$ cat src/rtl/ldpc_dvb_dec_ctrl.sv
`default_nettype none
// ============================================================================
// Module   : ldpc_dvb_dec_ctrl
// Brief    : LDPC DVB-S2 decoder main controller; sequences vnode/cnode passes
//            per iteration with iteration-limit and zero-syndrome termination.
// Revision : 1.0 - initial release
// ============================================================================
module ldpc_dvb_dec_ctrl #(
    parameter int pCYCLE_W        = 8,
    parameter int pROW_W          = 9,
    parameter int pITER_W         = 6,
    parameter int pUSE_EARLY_TERM = 1
) (
    input  logic                iclk,
    input  logic                ireset,
    input  logic                iclkena,
    input  logic                ibuf_full,
    output logic                obuf_empty,
    input  logic                iobuf_empty,
    input  logic [pROW_W-1:0]   iused_row,
    input  logic [pCYCLE_W-1:0] icycle_max_num,
    input  logic [pITER_W-1:0]  iNiter,
    output logic                ostart,
    input  logic                ivnode_busy,
    input  logic                icnode_busy,
    input  logic                isyndrome_ok,
    output logic                ovnode_read,
    output logic [pCYCLE_W-1:0] ocycle_idx,
    output logic                ocnode_read,
    output logic [pROW_W-1:0]   orow_idx,
    output logic                osof,
    output logic                oeof,
    output logic [pITER_W-1:0]  oiter_idx,
    output logic                olast_iter,
    output logic                odone,
    output logic                odecfail,
    output logic [pITER_W-1:0]  oiter_used
);

    localparam bit                 c_EARLY    = (pUSE_EARLY_TERM != 0);
    localparam logic [pCYCLE_W-1:0] c_CYC_ONE = {{(pCYCLE_W-1){1'b0}}, 1'b1};
    localparam logic [pCYCLE_W-1:0] c_CYC_TWO = {{(pCYCLE_W-2){1'b0}}, 2'b10};
    localparam logic [pROW_W-1:0]   c_ROW_ONE = {{(pROW_W-1){1'b0}}, 1'b1};
    localparam logic [pROW_W-1:0]   c_ROW_TWO = {{(pROW_W-2){1'b0}}, 2'b10};
    localparam logic [pITER_W-1:0]  c_ITER_ONE = {{(pITER_W-1){1'b0}}, 1'b1};

    typedef enum logic [2:0] {
        ST_RESET      = 3'd0,
        ST_WAIT       = 3'd1,
        ST_INIT       = 3'd2,
        ST_VNODE      = 3'd3,
        ST_WAIT_VNODE = 3'd4,
        ST_CNODE      = 3'd5,
        ST_WAIT_CNODE = 3'd6,
        ST_DONE       = 3'd7
    } state_t;

    state_t              r_state;
    logic [pCYCLE_W-1:0] r_cyc;
    logic                r_cyc_done;
    logic [pCYCLE_W-1:0] r_cyc_max;
    logic [pROW_W-1:0]   r_row;
    logic                r_row_done;
    logic [pROW_W-1:0]   r_row_max;
    logic [pITER_W-1:0]  r_iter;
    logic [pITER_W-1:0]  r_niter;
    logic                w_last_iter;

    assign w_last_iter = (r_iter == (r_niter - c_ITER_ONE));

    always_ff @(posedge iclk or posedge ireset) begin
        if (ireset) begin
            r_state    <= ST_RESET;
            r_cyc      <= '0;
            r_cyc_done <= 1'b0;
            r_cyc_max  <= '0;
            r_row      <= '0;
            r_row_done <= 1'b0;
            r_row_max  <= '0;
            r_iter     <= '0;
            r_niter    <= '0;
            ostart     <= 1'b0;
            obuf_empty <= 1'b0;
            odone      <= 1'b0;
            odecfail   <= 1'b0;
            oiter_used <= '0;
        end else if (iclkena) begin
            ostart     <= 1'b0;
            obuf_empty <= 1'b0;
            odone      <= 1'b0;
            case (r_state)
                ST_RESET: r_state <= ST_WAIT;
                ST_WAIT: begin
                    if (ibuf_full && iobuf_empty) begin
                        r_state    <= ST_INIT;
                        r_niter    <= iNiter;
                        r_row_max  <= iused_row - c_ROW_TWO;
                        r_cyc_max  <= icycle_max_num - c_CYC_TWO;
                        r_iter     <= '0;
                        r_cyc      <= '0;
                        r_cyc_done <= 1'b0;
                        r_row      <= '0;
                        r_row_done <= 1'b0;
                    end
                end
                ST_INIT: begin
                    r_state    <= ST_VNODE;
                    ostart     <= 1'b1;
                    r_cyc      <= '0;
                    r_cyc_done <= 1'b0;
                end
                ST_VNODE: begin
                    if (r_cyc_done) begin
                        r_state    <= ST_WAIT_VNODE;
                        // channel LLRs are consumed by the end of the first vnode pass
                        obuf_empty <= (r_iter == '0);
                    end else begin
                        r_cyc      <= r_cyc + c_CYC_ONE;
                        r_cyc_done <= (r_cyc == r_cyc_max);
                    end
                end
                ST_WAIT_VNODE: begin
                    if (!ivnode_busy) begin
                        r_state    <= ST_CNODE;
                        r_row      <= '0;
                        r_row_done <= 1'b0;
                    end
                end
                ST_CNODE: begin
                    if (r_row_done) begin
                        r_state <= ST_WAIT_CNODE;
                    end else begin
                        r_row      <= r_row + c_ROW_ONE;
                        r_row_done <= (r_row == r_row_max);
                    end
                end
                ST_WAIT_CNODE: begin
                    if (!icnode_busy) begin
                        if (w_last_iter || (c_EARLY && isyndrome_ok)) begin
                            r_state    <= ST_DONE;
                            odone      <= 1'b1;
                            odecfail   <= !isyndrome_ok;
                            oiter_used <= r_iter + c_ITER_ONE;
                        end else begin
                            r_state    <= ST_VNODE;
                            r_iter     <= r_iter + c_ITER_ONE;
                            r_cyc      <= '0;
                            r_cyc_done <= 1'b0;
                        end
                    end
                end
                ST_DONE: r_state <= ST_WAIT;
                default: r_state <= ST_RESET;
            endcase
        end
    end

    assign ovnode_read = (r_state == ST_VNODE);
    assign ocnode_read = (r_state == ST_CNODE);
    assign ocycle_idx  = r_cyc;
    assign orow_idx    = r_row;
    assign osof        = (ovnode_read && (r_cyc == '0)) || (ocnode_read && (r_row == '0));
    assign oeof        = (ovnode_read && r_cyc_done) || (ocnode_read && r_row_done);
    assign oiter_idx   = r_iter;
    assign olast_iter  = w_last_iter;

endmodule
`default_nettype wire

$ cat config.mk
export PLATFORM = sky130hd
export DESIGN_NAME = ldpc_dvb_dec_ctrl
export DESIGN_NICKNAME = d
export VERILOG_FILES = /design/src/rtl/ldpc_dvb_dec_ctrl.sv
export SDC_FILE = /design/constraint.sdc
export NUM_CORES = 1
export LEC_CHECK = 0
export ABC_AREA = 1
export BUFFER_PORTS_ARGS = -buffer_cell sky130_fd_sc_hd__buf_2
export CORE_ASPECT_RATIO = 1.1
export CORE_MARGIN = 5
export CORE_UTILIZATION = 40
export DETAILED_ROUTE_END_ITERATION = 16
export GPL_TIMING_DRIVEN = 0
export HOLD_SLACK_MARGIN = 0.1
export SLEW_MARGIN = 5
export SYNTH_ARGS = -nofsm -noshare
export SYNTH_HDL_FRONTEND = slang
export SYNTH_SLANG_ARGS = --single-unit
export TNS_END_PERCENT = 30
$ cat constraint.sdc
create_clock -name iclk -period 2.34 [get_ports iclk]
set_input_delay 0.468 -clock iclk [delete_from_list [all_inputs] [get_ports iclk]]
set_output_delay 0.468 -clock iclk [all_outputs]
set_load 0.01 [all_outputs]
# Word-level counts from Yosys, hierarchy flattened

Cells that the tools add are included.

Flip-flop bits (word level): 61
Input port bits: 31
Output and inout bits: 38
Logic and storage cells: 98

$add $sub $neg: 6
Equality and inequality tests: 18
Multiplexer cells: 34
Bitwise operators: 1
Reductions and logical operators: 25

Operator list:

| cell                  | count |
|---|---|
| $mux W8               | 4 |
| $pmux W8 S4           | 1 |
| $mux W9               | 3 |
| $pmux W9 S3           | 1 |
| $pmux W3 S7           | 1 |
| $mux W3               | 6 |
| $mux W6               | 3 |
| $reduce_and A5 Y1     | 3 |
| $eq A3 B3 Y1 const B  | 4 |
| $mux W1               | 12 |
| $ne A2 B2 Y1 const B  | 6 |
| $pmux W6 S2           | 1 |
| $reduce_and A6 Y1     | 2 |
| $add A9 B1 Y9 const B | 1 |
| $eq A9 B9 Y1          | 1 |
| $logic_not A9 Y1      | 1 |
| $sub A9 B2 Y9 const B | 1 |
| $add A8 B1 Y8 const B | 1 |
| $eq A8 B8 Y1          | 1 |
| $logic_not A8 Y1      | 1 |
| $reduce_and A4 Y1     | 2 |
| $sub A8 B2 Y8 const B | 1 |
| $add A6 B1 Y6 const B | 1 |
| $eq A3 B2 Y1 const B  | 2 |
| other kinds (17)      | 24 |

# Longest topological paths before layout

Gate-level depths: netlist of the first run.

Depth after elaboration: 6
Gate-level depth with buffers: 14
Depth with buffers taken out: 13

# Least setup slack after synthesis of the first run

OpenSTA, ideal clock, no wires.

Path type: register -> output
From: reg r_row[0] (netlist: orow_idx[0])
To: out osof
Arrival time: 1.305 ns
Data required time: 1.872 ns
Slack: 0.567 ns
Cell stages (with the launch flop): 5
Buffers on the path: 0
Cells stage by stage: dfrtp_1 -> inv_1 -> ha_1 -> nand3_1 -> o41ai_1

Word-level cells in the longest chain between the ends: 3

RTL lines:

| element                | line | text |
|---|---|---|
| start, declared        | 62   | `logic [pROW_W-1:0] r_row;` |
| start signal, assigned | 133  | `r_row <= r_row + c_ROW_ONE;` |
| $logic_not A9 Y1       | 162  | `assign osof = (ovnode_read && (r_cyc == '0)) \|\| (ocnode_read && (r_row == '0));` |
| $logic_and A1 B1 Y1    | 162  |  |
| $logic_or A1 B1 Y1     | 162  |  |
| end, declared          | 31   | `output logic osof,` |

Every way passes these cells.

# Worst setup path after layout of the first run

From: reg r_niter[0]
To: out olast_iter

Word-level cells in the longest chain between the ends: 2

RTL lines:

| element                | line | text |
|---|---|---|
| start, declared        | 66   | `logic [pITER_W-1:0] r_niter;` |
| start signal, assigned | 96   | `r_niter <= iNiter;` |
| $sub A6 B1 Y6          | 69   | `assign w_last_iter = (r_iter == (r_niter - c_ITER_ONE));` |
| $eq A6 B6 Y1           | 69   |  |
| end, declared          | 34   | `output logic olast_iter,` |

Every way passes these cells.

==> metrics.yaml, run 1 <==
placement:
  io_buffers: 68
  dp_slack_ns: 0.323
  gp_congestion: 0.804
  dpl-instance-area_sq_um: 4160
  dp_hpwl_um: 7040
cells_and_area:
  finish.instance_area_sq_um: 4370
  seq_area_sq_um: 1530
  drive_gt1_frac: 0.238
  diodes: 0
  fillers: 907
  final_nets: 599
  multi_input_area_sq_um: 1890
  areaGrowthSynthToFinish_pct: 18.9
synth:
  syn_nets: 520
  syn_inst: 480
  syn_area_sq_um: 3680
  yosysUniqueCellTypes: 35
  ys_ff_latch: 61
  synth-edff-count: 0
  synthFlopType: "dfrtp_1"
  async_reset_ff_frac: 1.00
  seq_area_frac_synth: 0.415
  yosys_warnings: 0
  syn_avg_cell_area_sq_um: 7.66
pwr:
  p_comb_frac: 0.379
  powerDensity_nw_per_um2: 969
  p_leak_nw: 2.25
  power.internal_w: 0.00249
  pwr-share-clk: 0.222
  max-vdd-ir-drop_uv: 444
  switching_share: 0.412
  p_sw_w: 0.00175
  seq_power_share: 0.398
routing:
  wl_per_cell_um: 13.6
  route.antenna.remaining_nets: 0
  num_vias: 3332
  drc: 0
  dr.pass1.iters: 6
  vias_per_cell: 4.91
  wl_um: 9220
  first_iter_violations: 114
timing:
  slew_headroom: 0.490
  setup_slack_ns: 0.0729
  fmax_ghz: 0.441
  maxSlewViolCount: 0
  finalSetupTns_ns: 0
  fin_worst_skew_ns: 0.00900
  setup_viol: 0
  tightest_slew_ns: 0.765
  finalHoldViolations: 0
  post-route-min-period_ns: 2.27
  fin_crit_sh: 0.969
  rsz0062_at_grt: "true"
outcome:
  outcome: "complete, no violations"
worst_setup_path:
  worstPathArrival_ns: 1.80
  r2r_end: "oiter_used[0]"
  crit_type: "reg -> out"
  reg2reg_from: "r_niter[0]"
  required_ns: 1.87
  setup.worst_path.start_class: "flip-flop"
  r2r_slack_ns: 0.41
  worst_setup_path_end_kind: "output pin"
  path_max_fanout: 5
  crit_path_start: "r_niter[0]"
  reg2reg_depth: 11
job:
  maxCapViolations: 0
floorplan:
  io_pins: 69
  num_rows: 36
  start_util: 0.412
  die_h_um: 111
  die_area_sq_um: 11200
  die_x_um: 101
  core_sq_um: 8920
clocking:
  clockBufferDepth: 2
  cts_tree: "built"
  h-tree-depth: 3
  cts_hold_buf: 0
  clk_latency_ns: 0.33
  root_buffer: "clkbuf_8"
  cts_buffers: 9
  cts_sinks: 61
  cts.clk_slew.worst_paths_ns: 0.07
grt:
  grt_use_total: 0.170
  gr-total-overflow: 0
  grt_start_max_net_pins: 62
  antenna_found_initial: 0
  grt_pass1_vias: 3264
  grt_pass1_wl_um: 15500
min_path:
  hold_class: "in -> async"
[synth_stat cells, types with 2 or more instances]
cell | count | area [sq um]
ha_1 | 9 | 113
buf_6 | 3 | 33.8
nor3_1 | 11 | 55.1
a21oi_1 | 6 | 30.0
nand2_1 | 134 | 503
o21ai_1 | 2 | 10.0
a31oi_1 | 2 | 12.5
buf_2 | 3 | 15.0
nand3_2 | 2 | 20.0
nand3_1 | 31 | 155
clkbuf_1 | 2 | 7.51
nor4_1 | 3 | 18.8
dfrtp_1 | 61 | 1530
xor2_1 | 16 | 140
nand4_1 | 16 | 100
or2_2 | 5 | 31.3
xnor2_1 | 11 | 96.3
o21ai_0 | 27 | 135
o22ai_1 | 2 | 12.5
inv_1 | 46 | 173
nor2_1 | 45 | 169
nor2_4 | 3 | 33.8
nand2_2 | 8 | 50.1
o21ai_2 | 7 | 61.3
inv_2 | 11 | 41.3
o31ai_1 | 5 | 37.5
[worst max-delay path: stages, from the launching register on]
cell and delay [ns]:
dfrtp_1 0.38, inv_2 0.07, ha_1 0.31, xor2_1 0.14, nand3_1 0.10, nor2_1 0.13, nand3_2 0.13, inv_1 0.08
buf_2 0.13
[sequential cells by signal (all words and copies together) (netlist names)]
signal	count
orow_idx	9
r_row_max	9
ocycle_idx	8
r_cyc_max	8
oiter_idx	6
oiter_used	6
r_niter	6
r_state	3
obuf_empty	1
odecfail	1
odone	1
ostart	1
r_cyc_done	1
r_row_done	1
[area by class of cell]
class | count | area share
clock inverter | 4 | 0.0109
sequential | 61 | 0.349
buffer | 8 | 0.0129
tap | 114 | 0.0326
multi-input combinational | 353 | 0.433
inverter | 58 | 0.0509
timing repair buffer | 68 | 0.0778
clock buffer | 12 | 0.0332
[what timing repair did]
action	in CTS	in global routing
buffers inserted	0	0
resized for setup	1	4
setup endpoints to repair	1	3
[layer usage]
metal	vias to the layer above	share of wire	GRT usage
li1	1713	-	-
met1	1553	0.44	0.210
met2	57	0.50	0.294
met3	9	0.043	0.0303
met4	0	0.015	0.0559
met5	-	0	0
[cell families (layout without fill, tap and decap cells)]
logic type / count (synthesis) / in the layout / share of synthesized area
buffers and inverters: 66 / 150 / 0.0745
XOR/XNOR: 27 / 27 / 0.0643
AO/OA/AOI/OAI: 55 / 55 / 0.0918
AND/OR/NAND/NOR: 262 / 262 / 0.324
adder cells (fa/ha/maj): 9 / 9 / 0.0306
flip-flops: 61 / 61 / 0.415
[worst max path at each step]
| stage | end |
|---|---|
| 6_report | olast_iter |
| 5_1_grt | olast_iter |
| 4_1_cts | oeof |
| 3_5_place_dp | r_row_max[6] |
| 2_1_floorplan | obuf_empty |
| 3_3_place_gp | r_cyc_max[2] |
[power by group through the flow]
stage | sequential [W] | clock [W] | combinational [W]
floorplan | 0.00166 | 0 | 0.00116
global placement | 0.00170 | 0 | 0.00156
detailed placement | 0.00171 | 0 | 0.00160
CTS | 0.00169 | 0.000957 | 0.00161
global route | 0.00173 | 0.00101 | 0.00182
finish | 0.00169 | 0.000942 | 0.00161
[metrics by stage]
step	power [W]	util	hold WS [ns]	std cells
global placement	0.00326	0.467	0.462	662
floorplan	0.00281	-	0.467	480
CTS	0.00426	0.489	0.313	678
detailed placement	0.00331	0.467	0.462	662
global route	0.00457	0.490	0.318	678
finish	0.00424	0.490	0.276	678
[cell usage in the layout, fill, tap and decap left out, types with 6 or more instances in the layout]
| cell type | count |
|---|---|
| ha_1 | 9 |
| inv_1 | 44 |
| dfrtp_1 | 61 |
| o21ai_2 | 7 |
| clkbuf_8 | 10 |
| nand2_1 | 133 |
| buf_2 | 71 |
| nor3_1 | 11 |
| a21oi_1 | 6 |
| nand3_1 | 30 |
| xor2_1 | 16 |
| nand4_1 | 16 |
| o21ai_0 | 27 |
| xnor2_1 | 11 |
| nor2_1 | 45 |
| inv_2 | 11 |
| nand2_2 | 9 |
Note: power is estimated with default switching activity, not from simulation.
==> run 2, diff against run 1 <==
Settings changed: RECOVER_POWER set to 50.
==> run 2 against run 1 <==
  * Utilization fell by 0.27 points
  * Critical endpoint unchanged
  * Cell area down 0.54%
  * Power down 0.53%
  * Die area unchanged
  * Worst hold slack better by 0.048 ns
  * Clock-buffer cell count unchanged
  * Clock skew shrank 0.0015 ns
  * Largest power group unchanged
  * Sequential cell count unchanged
  * Worst setup slack improved by 0.00078 ns
  * Combinational power about the same
  * First-iteration DRC count is 23% higher
  * Clock power fell by 0.7%
==> metrics.yaml, run 2 (synthesized netlist as in run 1, its figures left out) <==
outcome:
  outcome: "complete, no violations"  # unchanged
grt:
  grt_pass1_vias: 3264  # unchanged
  grt_use_total: 0.170  # unchanged
  grt_start_max_net_pins: 62  # unchanged
  antenna_found_initial: 0  # unchanged
  gr-total-overflow: 0  # unchanged
  grt_pass1_wl_um: 15500  # unchanged
timing:
  finalSetupTns_ns: 0  # unchanged
  fin_crit_sh: 0.968  # was 0.969
  maxSlewViolCount: 0  # unchanged
  slew_headroom: 0.133  # was 0.490
  setup_viol: 0  # unchanged
  fin_worst_skew_ns: 0.00754  # was 0.00900 ns
  tightest_slew_ns: 1.30  # was 0.765 ns
  finalHoldViolations: 0  # unchanged
  fmax_ghz: 0.441  # about the same
  rsz0062_at_grt: "true"  # unchanged
  post-route-min-period_ns: 2.27  # about the same
  setup_slack_ns: 0.0737  # was 0.0729 ns
routing:
  vias_per_cell: 4.93  # was 4.91
  wl_um: 9160  # was 9220 um
  dr.pass1.iters: 4  # was 6
  num_vias: 3342  # was 3,332
  first_iter_violations: 140  # was 114
  wl_per_cell_um: 13.5  # was 13.6 um
  drc: 0  # unchanged
  route.antenna.remaining_nets: 0  # unchanged
worst_setup_path:
  crit_chain: "inv_2, ha_1, xor2_1, nand3_1, nor2_1, nand3_2, inv_1, buf_2"  # unchanged
  worst_setup_path_end_kind: "output pin"  # unchanged
  crit_type: "reg -> out"  # unchanged
  path_max_fanout: 5  # unchanged
  setup.worst_path.start_class: "flip-flop"  # unchanged
  crit_buf_inv: 3  # unchanged
  required_ns: 1.87  # about the same
  critPathMaxStageDelay_ns: 0.38  # about the same
  cp_top_family: "flip-flops"  # unchanged
  worstPathArrival_ns: 1.80  # about the same
  critical_path.slowest_cell: "dfrtp_1"  # unchanged
placement:
  io_buffers: 68  # unchanged
  dpl-instance-area_sq_um: 4160  # unchanged
  dp_hpwl_um: 7040  # unchanged
  gp_congestion: 0.804  # unchanged
  dp_slack_ns: 0.323  # unchanged
clocking:
  cts_hold_buf: 0  # unchanged
  cts_sinks: 61  # unchanged
  h-tree-depth: 3  # unchanged
  root_buffer: "clkbuf_8"  # unchanged
  cts_setup_buffers: 0  # unchanged
  cts_tree: "built"  # unchanged
  cts_buffers: 9  # unchanged
  post_cts_resized: 1  # unchanged
  clockBufferDepth: 2  # unchanged
  cts.clk_slew.worst_paths_ns: 0.07  # about the same
  clk_latency_ns: 0.33  # about the same
cells_and_area:
  layout_common_cells: "nand2_1, dfrtp_1, buf_2"  # was nand2_1, buf_2, dfrtp_1
  areaGrowthSynthToFinish_pct: 18.3  # was 18.9%
  final_common_cell: "nand2_1"  # unchanged
  diodes: 0  # unchanged
  final_nets: 599  # unchanged
  finish.instance_area_sq_um: 4350  # was 4370 sq um
  drive_gt1_frac: 0.207  # was 0.238
floorplan:
  io_pins: 69  # unchanged
  die_h_um: 111  # unchanged
  die_area_sq_um: 11200  # unchanged
  start_util: 0.412  # unchanged
  num_rows: 36  # unchanged
  die_x_um: 101  # unchanged
  core_sq_um: 8920  # unchanged
min_path:
  hold_class: "in -> reg"  # was in -> async
pwr:
  powerDensity_nw_per_um2: 969  # about the same
  p_leak_nw: 2.18  # was 2.25 nW
  max-vdd-ir-drop_uv: 443  # was 444 uV
job:
  maxCapViolations: 0  # unchanged
-- run 2: final cells by class --
class                           instances  area, sq um
Clock inverter                          4         47.5
Timing Repair Buffer                   68          319
Sequential cell                        61         1530
Buffer                                  8         56.3
Fill cell                             914         4570
Inverter                               58          220
Tap cell                              114          143
Clock buffer                           12          145
Multi-Input combinational cell        353         1890
-- run 2: path summary, 6_finish.rpt --
kind	from	endpoint	slack (ns)	cells past startpoint
worst min-delay path	isyndrome_ok	odecfail	0.32	2
worst max register to register	r_niter[0]	oiter_used[0]	0.40	11
max in group asynchronous	ireset	ocycle_idx[3]	1.05	2
worst max-delay path	r_niter[0]	olast_iter	0.07	8
min in group asynchronous	ireset	orow_idx[5]	0.50	2
worst min register to register	oiter_used[4]	oiter_used[4]	0.48	2
-- run 2: per-layer routing --
layer | up-vias | wire, um | track usage
met5 | - | 0 | 0
met4 | 0 | 142 | 0.0559
met3 | 9 | 444 | 0.0303
met2 | 60 | 4640 | 0.294
met1 | 1558 | 3940 | 0.210
li1 | 1715 | - | -
-- run 2: report_power, final --
group	leakage (nW)	total (W)	switching, W	internal (W)
combinational	1.28	0.00159	0.000996	0.000598
sequential	0.802	0.00169	0.000326	0.00136
clock	0.0964	0.000935	0.000417	0.000518
total	2.18	0.00422	0.00174	0.00248
-- run 2: stage by stage --
stage | instances | hold WS [ns] | util | power, W
after floorplan | 480 | 0.467 | - | 0.00281
after global placement | 662 | 0.462 | 0.467 | 0.00326
after detailed placement | 662 | 0.462 | 0.467 | 0.00331
after CTS | 678 | 0.313 | 0.489 | 0.00426
after global routing | 678 | 0.318 | 0.488 | 0.00456
final | 678 | 0.325 | 0.488 | 0.00422
==> run 3, diff against run 2 <==
Settings changed: MAX_ROUTING_LAYER set to met4.
==> run 3 against run 2 <==
  * Global-route usage grew 0.48 points
  * Cell area is the same
  * Sequential power is essentially flat
  * Worst hold slack lost 0.0013 ns
  * Clock power is essentially flat
  * Die area is the same
  * Clock skew grew 0.0011 ns
  * Maximum frequency is essentially flat
  * Non-clock buffer count is the same
==> metrics.yaml, run 3 (synthesized netlist as in run 1, its figures left out) <==
placement:
  dp_slack_ns: 0.323  # unchanged
  gp_congestion: 0.816  # was 0.804
  dp_hpwl_um: 7040  # unchanged
  io_buffers: 68  # unchanged
cells_and_area:
  fillers: 914  # unchanged
  final_nets: 599  # unchanged
  areaGrowthSynthToFinish_pct: 18.3  # unchanged
  layout_common_cells: "nand2_1, dfrtp_1, buf_2"  # unchanged
  drive_gt1_frac: 0.207  # unchanged
  multi_input_area_sq_um: 1890  # unchanged
  diodes: 0  # unchanged
  seq_area_sq_um: 1530  # unchanged
  final_common_cell: "nand2_1"  # unchanged
routing:
  vias_per_cell: 4.93  # unchanged
  route.antenna.remaining_nets: 0  # unchanged
  num_vias: 3342  # unchanged
  first_iter_violations: 135  # was 140
  wl_per_cell_um: 13.6  # was 13.5 um
  wl_um: 9200  # was 9160 um
  drc: 0  # unchanged
  dr.pass1.iters: 4  # unchanged
timing:
  fin_crit_sh: 0.968  # about the same
  rsz0062_at_grt: "true"  # unchanged
  fin_worst_skew_ns: 0.00866  # was 0.00754 ns
  fmax_ghz: 0.442  # was 0.441 GHz
  tightest_slew_ns: 1.30  # about the same
  finalHoldViolations: 0  # unchanged
  slew_headroom: 0.134  # was 0.133
  post-route-min-period_ns: 2.26  # was 2.27 ns
  maxSlewViolCount: 0  # unchanged
  setup_viol: 0  # unchanged
  hold_slack_ns: 0.323  # was 0.325 ns
  setup_slack_ns: 0.0750  # was 0.0737 ns
clocking:
  cts.clk_slew.worst_paths_ns: 0.07  # about the same
  root_buffer: "clkbuf_8"  # unchanged
  h-tree-depth: 3  # unchanged
  clk_latency_ns: 0.33  # about the same
  cts_setup_buffers: 0  # unchanged
  cts_tree: "built"  # unchanged
  cts_buffers: 9  # unchanged
  cts_sinks: 61  # unchanged
  clockBufferDepth: 2  # unchanged
worst_setup_path:
  worst_setup_path_end_kind: "output pin"  # unchanged
  required_ns: 1.87  # about the same
  critical_path.slowest_cell: "dfrtp_1"  # unchanged
  reg2reg_depth: 11  # unchanged
  cp_top_family: "flip-flops"  # unchanged
  cp.depth: 8  # unchanged
  reg2reg_from: "r_niter[0]"  # unchanged
  setup.worst_path.start_class: "flip-flop"  # unchanged
  crit_path_start: "r_niter[0]"  # unchanged
  crit_type: "reg -> out"  # unchanged
  critPathMaxStageDelay_ns: 0.38  # about the same
  path_max_fanout: 5  # unchanged
  crit_buf_inv: 3  # unchanged
  crit_chain: "inv_2, ha_1, xor2_1, nand3_1, nor2_1, nand3_2, inv_1, buf_2"  # unchanged
  worstPathArrival_ns: 1.80  # about the same
grt:
  grt_use_total: 0.175  # was 0.170
  grt_start_max_net_pins: 62  # unchanged
  gr-total-overflow: 0  # unchanged
  grt_pass1_wl_um: 15500  # about the same
  antenna_found_initial: 0  # unchanged
  grt_pass1_vias: 3261  # was 3,264
pwr:
  p_sw_w: 0.00174  # about the same
  max-vdd-ir-drop_uv: 443  # about the same
  switching_share: 0.412  # about the same
  p_leak_nw: 2.18  # unchanged
  seq_power_share: 0.400  # was 0.401
  power.internal_w: 0.00248  # unchanged
  p_comb_frac: 0.378  # about the same
  pwr-share-clk: 0.222  # about the same
  powerDensity_nw_per_um2: 970  # was 969 nW/um^2
min_path:
  min-delay-start: "isyndrome_ok"  # unchanged
  holdPathStages: 2  # unchanged
  hold_class: "in -> reg"  # unchanged
floorplan:
  start_util: 0.412  # unchanged
  die_x_um: 101  # unchanged
  io_pins: 69  # unchanged
  die_area_sq_um: 11200  # unchanged
  die_h_um: 111  # unchanged
  num_rows: 36  # unchanged
  core_sq_um: 8920  # unchanged
outcome:
  outcome: "complete, no violations"  # unchanged
job:
  maxCapViolations: 0  # unchanged
run 3: cell counts in the layout (fill, tap and decap cells not counted):
No cell type changed its count.
run 3: worst paths after layout:
kind                                 end  slack (ns)
hold reg to reg            oiter_used[4]        0.48
setup / recovery              olast_iter        0.08
max in group asynchronous  ocycle_idx[3]        1.04
setup reg to reg           oiter_used[0]        0.40
min in group asynchronous    orow_idx[5]        0.50
hold / removal                  odecfail        0.32
run 3: metal layers:
| layer | global-route usage | share of wire |
|---|---|---|
| met3 | 0.0290 | 0.041 |
| met4 | 0.0559 | 0.012 |
| met1 | 0.211 | 0.44 |
| met2 | 0.294 | 0.51 |
| met5 | - | 0 |
run 3: power groups by stage:
stage               registers, W  logic (W)  clock network [W]
global route             0.00173    0.00181            0.00101
finish                   0.00169    0.00160           0.000936
detailed placement       0.00171    0.00160                  0
floorplan                0.00166    0.00116                  0
global placement         0.00170    0.00156                  0
CTS                      0.00169    0.00161           0.000957
run 3: cell type report:
cell class | instances | share of cell area
Timing Repair Buffer | 68 | 0.0733
Buffer | 8 | 0.0129
Multi-Input combinational cell | 353 | 0.435
Sequential cell | 61 | 0.351
Clock inverter | 4 | 0.0109
Clock buffer | 12 | 0.0334
Inverter | 58 | 0.0506
Tap cell | 114 | 0.0328
run 3: metrics by stage:
stage	total power (W)	setup TNS (ns)	std cells	area, sq um	utilization
3_5_place_dp	0.00331	0	662	4160	0.467
5_1_grt	0.00456	-0.0376	678	4350	0.488
2_1_floorplan	0.00281	0	480	3680	-
3_3_place_gp	0.00326	-35.58	662	4160	0.467
4_1_cts	0.00426	0	678	4360	0.489
6_report	0.00422	0	678	4350	0.488
run 3: worst register-to-register path, cell delays in order, from the launching register on:
cell and delay, ns:
dfrtp_1 0.38, inv_2 0.07, ha_1 0.31, xor2_1 0.14, nand3_1 0.10, nor2_1 0.13
nand3_2 0.13, nand2_2 0.11, nand3_2 0.14, buf_6 0.20, nand2_1 0.07, o21ai_2 0.05
run 3: repair_timing:
item	4_1_cts	5_1_grt
pin swaps	0	0
hold buffers	0	0
resized for setup	1	4
endpoints found under the setup margin	1	3
endpoints found under the hold margin	0	0
